==> src/rtl/commit_trace_buffer_pkg.sv <==
// Shared types for the commit trace buffer: FSM encoding and trace entry layout.
// A trace entry is {pc, we, rd, wdata}, with wdata in the low bits.
package commit_trace_buffer_pkg;

   typedef enum logic [1:0] {
      ST_IDLE  = 2'b00,
      ST_ARMED = 2'b01,
      ST_POST  = 2'b10,
      ST_DONE  = 2'b11
   } state_e;

   function automatic int trace_w(input int xlen);
      return 2*xlen + 6;
   endfunction

   function automatic int wdata_lsb(input int xlen);
      return 0;
   endfunction

   function automatic int rd_lsb(input int xlen);
      return xlen;
   endfunction

   function automatic int we_bit(input int xlen);
      return xlen + 5;
   endfunction

   function automatic int pc_lsb(input int xlen);
      return xlen + 6;
   endfunction

endpackage

==> src/rtl/commit_trace_buffer_if.sv <==
// Bundles the commit, trigger, readout and status signals of the trace buffer.
// The master side is the retire stage plus the debug host; the slave side is the monitor.
interface commit_trace_buffer_if
   import commit_trace_buffer_pkg::*;
#(
   parameter int XLEN    = 32,
   parameter int DEPTH   = 16,
   parameter int WATCH_N = 4
);
   logic                      commit_valid;
   logic [XLEN-1:0]           commit_pc;
   logic                      commit_we;
   logic [4:0]                commit_rd;
   logic [XLEN-1:0]           commit_wdata;
   logic                      arm;
   logic                      trig_en;
   logic [XLEN-1:0]           trig_pc;
   logic                      rd_en;
   logic                      rd_valid;
   logic [trace_w(XLEN)-1:0]  rd_data;
   logic [$clog2(DEPTH):0]    count;
   logic [1:0]                state;
   logic [31:0]               retired;
   logic [WATCH_N*XLEN-1:0]   watch_regs;

   modport master (
      output commit_valid, commit_pc, commit_we, commit_rd, commit_wdata,
      output arm, trig_en, trig_pc, rd_en,
      input  rd_valid, rd_data, count, state, retired, watch_regs
   );

   modport slave (
      input  commit_valid, commit_pc, commit_we, commit_rd, commit_wdata,
      input  arm, trig_en, trig_pc, rd_en,
      output rd_valid, rd_data, count, state, retired, watch_regs
   );
endinterface

==> src/rtl/commit_trace_buffer_trace_ram.sv <==
// Trace storage: one write port, one registered read port.
// Only the read register is reset; the array contents are don't-care until written.
module commit_trace_buffer_trace_ram #(
   parameter int DEPTH = 16,
   parameter int W     = 70
) (
   input  logic                     clk,
   input  logic                     reset,
   input  logic                     we_i,
   input  logic [$clog2(DEPTH)-1:0] waddr_i,
   input  logic [W-1:0]             wdata_i,
   input  logic                     re_i,
   input  logic [$clog2(DEPTH)-1:0] raddr_i,
   output logic [W-1:0]             rdata_o
);
   logic [W-1:0] mem_q [DEPTH];
   logic [W-1:0] rdata_q;

   always_ff @(posedge clk) begin
      if (we_i) mem_q[waddr_i] <= wdata_i;
   end

   always_ff @(posedge clk or posedge reset) begin
      if (reset)     rdata_q <= '0;
      else if (re_i) rdata_q <= mem_q[raddr_i];
   end

   assign rdata_o = rdata_q;
endmodule

==> src/rtl/commit_trace_buffer.sv <==
// Retire-stage monitor: shadows x1..xWATCH_N, counts retirements, and records a
// PC-triggered window of commits into a circular buffer drained through rd_en.
module commit_trace_buffer
   import commit_trace_buffer_pkg::*;
#(
   parameter int XLEN      = 32,
   parameter int DEPTH     = 16,
   parameter int WATCH_N   = 4,
   parameter int POST_TRIG = 8
) (
   input  logic                 clk,
   input  logic                 reset,
   commit_trace_buffer_if.slave bus
);
   localparam int AW = $clog2(DEPTH);
   localparam int CW = AW + 1;
   localparam int TW = trace_w(XLEN);
   localparam logic [AW-1:0] POST_LAST = AW'((POST_TRIG > 0) ? POST_TRIG - 1 : 0);

   state_e          state_q;
   logic [AW-1:0]   wr_ptr_q, rd_ptr_q, post_q;
   logic [CW-1:0]   count_q;
   logic [31:0]     retired_q;
   logic [XLEN-1:0] watch_q [WATCH_N];
   logic            rd_valid_q;

   logic            capture, pop, full, trig_hit;
   logic [TW-1:0]   wentry;

   // arm wins over a same-cycle commit or pop: the window restarts clean.
   assign capture  = bus.commit_valid && !bus.arm && (state_q == ST_ARMED || state_q == ST_POST);
   assign pop      = bus.rd_en && !bus.arm && (state_q == ST_DONE) && (count_q != '0);
   assign full     = (count_q == CW'(DEPTH));
   assign trig_hit = capture && (state_q == ST_ARMED) && bus.trig_en && (bus.commit_pc == bus.trig_pc);
   assign wentry   = {bus.commit_pc, bus.commit_we, bus.commit_rd, bus.commit_wdata};

   always_ff @(posedge clk or posedge reset) begin
      if (reset) begin
         state_q    <= ST_IDLE;
         wr_ptr_q   <= '0;
         rd_ptr_q   <= '0;
         post_q     <= '0;
         count_q    <= '0;
         rd_valid_q <= 1'b0;
      end else begin
         rd_valid_q <= pop;
         if (bus.arm) begin
            state_q  <= ST_ARMED;
            wr_ptr_q <= '0;
            rd_ptr_q <= '0;
            post_q   <= '0;
            count_q  <= '0;
         end else begin
            // capture and pop live in disjoint states, so they never collide.
            if (capture) begin
               wr_ptr_q <= wr_ptr_q + 1'b1;
               if (full) rd_ptr_q <= rd_ptr_q + 1'b1;
               else      count_q  <= count_q + 1'b1;
            end
            if (pop) begin
               rd_ptr_q <= rd_ptr_q + 1'b1;
               count_q  <= count_q - 1'b1;
            end
            case (state_q)
               ST_ARMED: if (trig_hit) state_q <= (POST_TRIG == 0) ? ST_DONE : ST_POST;
               ST_POST: begin
                  if (capture) begin
                     if (post_q == POST_LAST) state_q <= ST_DONE;
                     else                     post_q  <= post_q + 1'b1;
                  end
               end
               default: ;
            endcase
         end
      end
   end

   always_ff @(posedge clk or posedge reset) begin
      if (reset) begin
         retired_q <= '0;
         for (int i = 0; i < WATCH_N; i++) watch_q[i] <= '0;
      end else begin
         if (bus.commit_valid) retired_q <= retired_q + 1'b1;
         // x0 never matches since entry i shadows x(i+1).
         for (int i = 0; i < WATCH_N; i++) begin
            if (bus.commit_valid && bus.commit_we && bus.commit_rd == 5'(i + 1))
               watch_q[i] <= bus.commit_wdata;
         end
      end
   end

   commit_trace_buffer_trace_ram #(.DEPTH(DEPTH), .W(TW)) u_ram (
      .clk     (clk),
      .reset   (reset),
      .we_i    (capture),
      .waddr_i (wr_ptr_q),
      .wdata_i (wentry),
      .re_i    (pop),
      .raddr_i (rd_ptr_q),
      .rdata_o (bus.rd_data)
   );

   for (genvar g = 0; g < WATCH_N; g++) begin : g_watch
      assign bus.watch_regs[g*XLEN +: XLEN] = watch_q[g];
   end

   assign bus.rd_valid = rd_valid_q;
   assign bus.count    = count_q;
   assign bus.state    = state_q;
   assign bus.retired  = retired_q;
endmodule

==> src/flat_wrapper.sv <==
// flat-port wrapper written by rule: the top's interface ports become plain ports
module commit_trace_buffer_flat import commit_trace_buffer_pkg::*;
#(
   parameter int XLEN      = 32,
   parameter int DEPTH     = 16,
   parameter int WATCH_N   = 4,
   parameter int POST_TRIG = 8
)
  (clk, reset, bus_commit_valid, bus_commit_pc, bus_commit_we, bus_commit_rd, bus_commit_wdata, bus_arm, bus_trig_en, bus_trig_pc, bus_rd_en, bus_rd_valid, bus_rd_data, bus_count, bus_state, bus_retired, bus_watch_regs);
  commit_trace_buffer_if #(.XLEN(XLEN), .DEPTH(DEPTH), .WATCH_N(WATCH_N)) bus_i ();
  input  logic clk;
  input  logic reset;
  input wire logic [$bits(bus_i.commit_valid)-1:0] bus_commit_valid;
  input wire logic [$bits(bus_i.commit_pc)-1:0] bus_commit_pc;
  input wire logic [$bits(bus_i.commit_we)-1:0] bus_commit_we;
  input wire logic [$bits(bus_i.commit_rd)-1:0] bus_commit_rd;
  input wire logic [$bits(bus_i.commit_wdata)-1:0] bus_commit_wdata;
  input wire logic [$bits(bus_i.arm)-1:0] bus_arm;
  input wire logic [$bits(bus_i.trig_en)-1:0] bus_trig_en;
  input wire logic [$bits(bus_i.trig_pc)-1:0] bus_trig_pc;
  input wire logic [$bits(bus_i.rd_en)-1:0] bus_rd_en;
  output wire logic [$bits(bus_i.rd_valid)-1:0] bus_rd_valid;
  output wire logic [$bits(bus_i.rd_data)-1:0] bus_rd_data;
  output wire logic [$bits(bus_i.count)-1:0] bus_count;
  output wire logic [$bits(bus_i.state)-1:0] bus_state;
  output wire logic [$bits(bus_i.retired)-1:0] bus_retired;
  output wire logic [$bits(bus_i.watch_regs)-1:0] bus_watch_regs;
  assign bus_i.commit_valid = bus_commit_valid;
  assign bus_i.commit_pc = bus_commit_pc;
  assign bus_i.commit_we = bus_commit_we;
  assign bus_i.commit_rd = bus_commit_rd;
  assign bus_i.commit_wdata = bus_commit_wdata;
  assign bus_i.arm = bus_arm;
  assign bus_i.trig_en = bus_trig_en;
  assign bus_i.trig_pc = bus_trig_pc;
  assign bus_i.rd_en = bus_rd_en;
  assign bus_rd_valid = bus_i.rd_valid;
  assign bus_rd_data = bus_i.rd_data;
  assign bus_count = bus_i.count;
  assign bus_state = bus_i.state;
  assign bus_retired = bus_i.retired;
  assign bus_watch_regs = bus_i.watch_regs;
  commit_trace_buffer #(.XLEN(XLEN), .DEPTH(DEPTH), .WATCH_N(WATCH_N), .POST_TRIG(POST_TRIG)) u_core (.clk(clk), .reset(reset), .bus(bus_i));
endmodule
==> config.mk <==
export PLATFORM = sky130hd
export DESIGN_NAME = commit_trace_buffer_flat
export DESIGN_NICKNAME = d
export VERILOG_FILES = /design/src/rtl/commit_trace_buffer_pkg.sv /design/src/rtl/commit_trace_buffer_if.sv /design/src/rtl/commit_trace_buffer_trace_ram.sv /design/src/rtl/commit_trace_buffer.sv /design/src/flat_wrapper.sv
export SDC_FILE = /design/constraint.sdc
export NUM_CORES = 1
export LEC_CHECK = 0
export ABC_AREA = 1
export BUFFER_PORTS_ARGS = -buffer_cell sky130_fd_sc_hd__buf_2
export CAP_MARGIN = 20
export CORE_MARGIN = 2
export CORE_UTILIZATION = 39
export DETAILED_ROUTE_END_ITERATION = 6
export REMOVE_ABC_BUFFERS = 1
export SYNTH_ARGS = -nofsm -noshare
export SYNTH_HDL_FRONTEND = slang
export SYNTH_HIERARCHICAL = 1
export SYNTH_SLANG_ARGS = --single-unit
==> constraint.sdc <==
create_clock -name clk -period 5.3 [get_ports clk]
set_input_delay 0 -clock clk [delete_from_list [all_inputs] [get_ports clk]]
set_output_delay 0 -clock clk [all_outputs]
set_load 0.02 [all_outputs]
==> summary.txt, run 1 <==
Outcome
  – Status: completed

GRT
  – Vias in the first global route: 36,532
  – Antenna violations before repair: 10
  – Grt ovf: 0
  – First-pass GRT wire length: 233,000 µm
  – Total GRT Usage: 21.2%
  – Largest net degree at the start of global routing: 205

Logic synthesis
  – Syn Inst Count: 4,885
  – Synth Warn #: 6
  – Synth Flop Type: edfxtp_1
  – Mapped cell area: 0.0554 mm²
  – Synth Register Bits: 1,370
  – Post-synth EDFFs: 1,120
  – Mux contribution to synthesized area: 0%
  – Synth Area in Simple Gates: 22.0%
  – Synth Area in Adders: 0.262%
  – Compound-gate portion of the synthesized area: 1.61%
  – Seq/Total Area, Yosys: 72.0%
  – Post-synth ARST share: 18.2%
  – Yosys cell types: 44
  – Main combinational cell family by area after synthesis: simple AND/OR/NAND/NOR gates
  – Syn_area_per_cell: 11.3 µm²
  – XOR/XNOR share of the synthesized area: 0.759%

Placed design
  – Buffers on Ports: 345
  – Gpl congestion: 0.782
  – Post-Place Worst Slack: 2010 ps
  – Cells after DPL: 6,905
  – DP Area: 0.0589 mm²
  – Detailed placement HPWL: 85,300 µm

Die
  – DIE AREA: 0.145 mm²
  – # IOs: 346
  – Initial Util: 39.2%
  – Die H: 381 µm
  – Die width: 381 µm
  – Area of the core: 0.141 mm²
  – Num rows: 138

Critical path
  – CP Max Fanout: 33
  – Crit path DAT: 3690 ps
  – Crit Path Category: register to register
  – Startpoint types: register
  – Endpoint type of the worst setup path: register
  – Worst Path Required: 5700 ps

Routing
  – Initial DRC count: 3,521
  – Total routed wirelength: 155,000 µm
  – Vias per cell: 5.16
  – Antenna-violating nets left: 0
  – 1st-pass router iterations: 6
  – Drt drc: 0
  – Drt wl/cell: 21.3 µm
  – Via count: 37,386

STA
  – Setup Skew: 18.7 ps
  – Slew Viols, Final: 0
  – Final Critical Period: 3280 ps
  – F_max: 304 MHz
  – Tcrit/Tclk final: 62.0%
  – Final WS setup: 2020 ps
  – Final Hold Vio Count: 0
  – Setup TNS: 0 ps
  – Slew margin rel.: 25.2%
  – Least-Margin Pin Slew: 1120 ps
  – Hold_ws: 172 ps
  – Endpoints failing setup: 0
  – RSZ-0062 raised after global routing: no

Hold path
  – Hold crit path type: input port to register

Power and ir drop
  – Pleak: 25.7 nW
  – P per Cell Area: 490 mW/mm²
  – Maximum VDD drop: 462 µV
  – Total Power: 31.6 mW

CTS
  – H-tree depth: 4
  – CTS tree: built
  – # hold bufs at CTS: 75
  – Clock transition at path regs: 60 ps
  – CTS Buffer Depth: 3
  – Cts repair resizes: 0
  – Setup bufs post-CTS: 0
  – CTS Root Cell: clkbuf_16
  – Sink Count: 1,370
  – Num CTS Buffers: 146
  – Clock latency at the later pin of the worst-skew pair: 780 ps

Final layout
  – Final std cells w/o fill: 7,251
  – Final-stage net count: 5,357
  – Post-Layout Inst Area: 0.0644 mm²
  – Most common cell after layout, fill and taps aside: nand2_1
  – Layout fillers: 12,889
  – Most frequent cells in the layout: nand2_1 (1,923), edfxtp_1 (1,120), nand3_1 (862), buf_2 (345), dfrtp_1 (246)
  – Share of post-route cells with drive strength above 1: 12.9%
  – Core Util, Final: 45.6%
  – Area Growth Syn to Fin: 16.3%

Run
  – Max_cap viols: 0
-- critical path, stage by stage, from the launching register on --
cell,delay [ps]
dfrtp_1,410
inv_1,60
ha_1,280
inv_1,50
nand2_1,140
nor2_2,280
nand3b_1,340
nor2_4,690
buf_4,630
-- cells in the mapped netlist (2+ instances only) --
cell type | instances | area share (%)
nand3_2 | 4 | 0.072
buf_1 | 18 | 0.12
nor3b_1 | 2 | 0.027
nand4_2 | 3 | 0.068
inv_1 | 117 | 0.79
ha_1 | 10 | 0.23
nand2_1 | 1924 | 13
clkbuf_1 | 77 | 0.52
o21ai_2 | 20 | 0.32
buf_4 | 30 | 0.41
o21ai_0 | 107 | 0.97
nor3_2 | 4 | 0.072
clkbuf_8 | 3 | 0.075
nor3_1 | 10 | 0.090
o22ai_1 | 3 | 0.034
nor2_2 | 3 | 0.034
o21ai_1 | 16 | 0.14
a21oi_2 | 2 | 0.032
a21oi_1 | 7 | 0.063
inv_2 | 7 | 0.047
buf_2 | 139 | 1.3
nand4_1 | 5 | 0.056
nand3_1 | 862 | 7.8
nand2_2 | 4 | 0.045
xor2_1 | 29 | 0.46
nor2_1 | 63 | 0.43
buf_6 | 7 | 0.14
nor2_4 | 5 | 0.10
xnor2_1 | 19 | 0.30
nand3b_1 | 3 | 0.041
dfrtp_1 | 250 | 11
edfxtp_1 | 1120 | 61
-- worst paths after layout --
check | slack (ps) | to | start | cells past startpoint
max in group asynchronous | 3530 | u_core/u_ram/rdata_o[15] | reset | 5
hold reg to reg | 470 | u_core/u_ram/rdata_o[23] | u_core/u_ram/rdata_o[23] | 2
hold / removal | 170 | u_core/u_ram/mem_q[12][12] | bus_commit_wdata[12] | 2
setup reg to reg | 2020 | u_core/u_ram/mem_q[4][45] | u_core/bus.state[0] | 8
setup / recovery | 2020 | u_core/u_ram/mem_q[4][45] | u_core/bus.state[0] | 8
min in group asynchronous | 450 | u_core/bus.watch_regs[11] | reset | 4
-- area by class of cell --
class	instances	area [µm²]	share of cell area (%)
inverter	125	507	0.787
clock buffer	221	4230	6.57
timing repair buffer	479	3130	4.86
multi-input combinational	3116	13800	21.4
antenna	3	7.51	0.0117
tap	1890	2360	3.67
sequential	1370	39900	62.0
clock inverter	47	482	0.748
-- flip-flops by register name, summed over array words and instances (netlist names) --
signal	flops
u_core/bus.retired	32
u_core/u_ram/mem_q	1120
u_core/u_ram/rdata_o	70
u_core/bus.rd_valid	1
u_core/bus.watch_regs	128
u_core/rd_ptr_q	4
u_core/wr_ptr_q	4
u_core/bus.count	5
u_core/bus.state	2
u_core/post_q	4
-- metal layers --
layer  up-vias  global-route usage, %  wire (µm)  part of all wire (%)
met5         -                      0          0                     0
met4         0                   5.69       3460                   2.2
met3       197                   4.62      12100                   7.8
met2      1398                   33.5      71500                    46
met1     18402                   29.5      67600                    44
li1      17389                      -          -                     -
-- cells by family after synthesis --
family          Yosys count
compound gates          159
xor+xnor                 48
fa+ha+maj                11
buf+inv                 399
flops                  1370
simple gates           2898
-- power breakdown --
group	total, mW	internal (mW)	switching [mW]	leakage (nW)
clock network	10.1	5.87	4.18	2.30
registers	12.8	12.3	0.545	13.3
logic	8.70	2.48	6.22	10.0
total	31.6	20.6	10.9	25.7
No activity file was read; power rests on OpenSTA's default activity.
==> run 2, diff against run 1 <==
- ABC_AREA: 1 -> 0
- clock period: 5.3 -> 3.3 ns (I/O delays scaled with it)
==> run 2 against run 1 <==
Final area fell by 2.7%. Clock skew rose by 0.94 ps. Wire length fell by 17%. Critical endpoint is now u_core/u_ram/rdata_o[63]. Sequential share of layout area rose by 1.7 points. Non-clock buffer count rose by 14. Core utilization rose by 0.70 points. Maximum frequency rose by 5.4%. Cell count fell by 33%.
==> summary.txt, run 2 <==
STA
  – Setup Skew: 19.6 ps (+0.939 ps)
  – Slew margin rel.: 37.2% (+12 points)
  – RSZ-0062 raised after global routing: no
  – Tcrit/Tclk final: 94.4% (+32 points)
  – Least-Margin Pin Slew: 942 ps (-180 ps)
  – Slew Viols, Final: 0 (unchanged)
  – Endpoints failing setup: 0 (unchanged)
  – F_max: 321 MHz (+5.4%)
  – Hold_ws: 25.0 ps (-147 ps)
  – Final Critical Period: 3120 ps (-170 ps)
  – Setup TNS: 0 ps (unchanged)
  – Final Hold Vio Count: 0 (unchanged)

Critical path
  – Endpoint type of the worst setup path: register
  – Depth of the worst register-to-register path: 9 (+1)
  – Startpoint types: register
  – Buf+Inv Stages, Crit Path: 4 (+1)
  – Worst-path cell chain: ha_1 -> and3b_1 -> o21ai_0 -> buf_4 -> inv_8 -> buf_16 -> and2_4 -> buf_6 -> a221oi_2
  – Worst Path Required: 3900 ps (-1800 ps)
  – CP Max Fanout: 142 (+330%)
  – Slowest stage delay, CP: 590 ps (-100 ps)
  – Slowest CP cell: buf_6
  – Crit path DAT: 3720 ps (+30 ps)
  – CP top delay family: buffers and inverters
  – Crit Path Category: register to register
  – Stages on the worst setup path: 9 (+1)

GRT
  – Antenna violations before repair: 1 (-9)
  – Grt ovf: 0 (unchanged)
  – Largest net degree at the start of global routing: 143 (-30%)
  – Vias in the first global route: 28,213 (-23%)
  – First-pass GRT wire length: 188,000 µm (-19%)
  – Total GRT Usage: 18.4% (-2.8 points)

Die
  – DIE AREA: 0.139 mm² (-4.1%)
  – Area of the core: 0.135 mm² (-4.2%)
  – Die width: 373 µm (-2.0%)
  – Initial Util: 39.3% (+0.046 points)
  – Die H: 373 µm (-2.0%)
  – # IOs: 346 (unchanged)
  – Num rows: 135 (-2.2%)

Final layout
  – Number of flip-flops in the largest register: 1,120 (unchanged)
  – Most frequent cells in the layout: edfxtp_1 (1,120), buf_2 (345), dfrtp_1 (247), mux4_2 (240), clkbuf_16 (146)
  – Final std cells w/o fill: 4,853 (-33%)
  – Post-Layout Inst Area: 0.0626 mm² (-2.7%)
  – Most common cell after layout, fill and taps aside: edfxtp_1
  – Share of post-route cells with drive strength above 1: 36.1% (+23 points)
  – Core Util, Final: 46.3% (+0.70 points)
  – Top reg by flops: u_core/u_ram/mem_q
  – Final-stage net count: 3,071 (-43%)
  – Area Growth Syn to Fin: 17.9%

Placed design
  – Detailed placement HPWL: 73,100 µm (-14%)
  – DP Area: 0.0573 mm² (-2.8%)
  – Gpl congestion: 0.752 (-3.9%)
  – Buffers on Ports: 345 (unchanged)
  – Cells after DPL: 4,513 (-35%)

CTS
  – Clock transition at path regs: 60 ps (about the same)
  – Sink Count: 1,370 (unchanged)
  – H-tree depth: 4 (unchanged)
  – Num CTS Buffers: 143 (-2.1%)
  – Setup bufs post-CTS: 0 (unchanged)
  – CTS Buffer Depth: 3 (unchanged)
  – CTS Root Cell: clkbuf_16
  – CTS tree: built
  – Clock latency at the later pin of the worst-skew pair: 770 ps (about the same)

Run
  – Max_cap viols: 0 (unchanged)

Logic synthesis
  – Seq/Total Area, Yosys: 75.1% (+3.1 points)
  – Leading area contributor after synthesis: edfxtp_1
  – Most frequent cell after synthesis: edfxtp_1
  – Yosys top cell area share: 63.3% (+2.6 points)
  – Synth cell count leaders: edfxtp_1 (1,120), dfrtp_1 (250), mux4_2 (240), mux2_2 (120), nor2_1 (101)
  – Synth Warn #: 6 (unchanged)
  – Mapped cell area: 0.0531 mm² (-4.1%)
  – Syn Inst Count: 2,446 (-50%)
  – Syn_area_per_cell: 21.7 µm² (+92%)
  – Area contributors post-synth: edfxtp_1 (63%), dfrtp_1 (12%), mux4_2 (10%)
  – Yosys cell types: 65 (+48%)
  – Synth Register Bits: 1,370 (unchanged)
  – Synth Flop Type: edfxtp_1
  – Post-synth ARST share: 18.2% (unchanged)
  – Post-synth EDFFs: 1,120 (unchanged)

Power and ir drop
  – Maximum VDD drop: 524 µV (+13%)
  – Pleak: 21.9 nW (-15%)
  – P per Cell Area: 690 mW/mm² (+41%)

Routing
  – 1st-pass router iterations: 5 (-1)
  – Drt wl/cell: 26.4 µm (+24%)
  – Initial DRC count: 2,081 (-41%)
  – Antenna-violating nets left: 0 (unchanged)
  – Vias per cell: 5.45 (+5.6%)
  – Drt drc: 0 (unchanged)
  – Via count: 26,427 (-29%)
  – Total routed wirelength: 128,000 µm (-17%)

Outcome
  – Status: completed

Hold path
  – Hold crit path type: input port to asynchronous set/reset pin
-- run 2: logic make-up after synthesis --
family,synth area share (%)
flops,75.1
mux,16.4
simple gates,2.07
compound gates,3.03
buf+inv,1.93
xor+xnor,1.24
fa+ha+maj,0.273
-- run 2: tightest hold or removal path, cell delays in order --
cell and delay (ps):
dlygate4sd3_1 550, buf_2 160, inv_8 590
-- run 2: cell type report --
cell class | count | area, µm²
Antenna cell | 1 | 2.50
Clock buffer | 200 | 3990
Clock inverter | 64 | 626
Fill cell | 11217 | 72700
Inverter | 12 | 62.6
Multi-Input combinational cell | 932 | 12300
Sequential cell | 1370 | 39900
Tap cell | 1781 | 2230
Timing Repair Buffer | 493 | 3500
-- run 2: what timing repair did --
action                                  4_1_cts  5_1_grt
resized for setup                             1        1
hold buffers                                 75        0
endpoints found under the setup margin       43        4
endpoints found under the hold margin      1473        0
-- run 2: final timing paths --
check	startpoint	end	slack (ps)
worst max-delay path	u_core/bus.state[0]	u_core/u_ram/rdata_o[63]	180
worst min-delay path	reset	u_core/bus.watch_regs[109]	20
worst max register to register	u_core/bus.state[0]	u_core/u_ram/rdata_o[63]	180
worst min register to register	u_core/bus.retired[31]	u_core/bus.retired[31]	480
max in group asynchronous	reset	u_core/u_ram/rdata_o[39]	1830
min in group clk	bus_trig_en	u_core/bus.state[1]	110
-- run 2: report_power, final --
group,total [mW],switching [mW],internal [mW]
clock network,15.7,6.61,9.12
registers,20.3,0.732,19.6
logic,7.22,4.17,3.06
-- run 2: routing by layer --
layer  wire [µm]  vias up  share of wire [%]  global-route usage, %
li1            -    11151                  -                      -
met5           0        -                  0                      0
met2       62000      924                 48                   29.8
met4        3130        0                2.4                   5.74
met3        9050      199                7.1                   4.27
met1       53800    14153                 42                   24.6
-- run 2: per-stage QoR --
step,setup WS (ps),power (mW)
floorplan,-6640,24.9
global placement,-55.6,27.8
detailed placement,-89.6,27.9
CTS,116,43.8
global route,65.1,44.9
finish,185,43.2
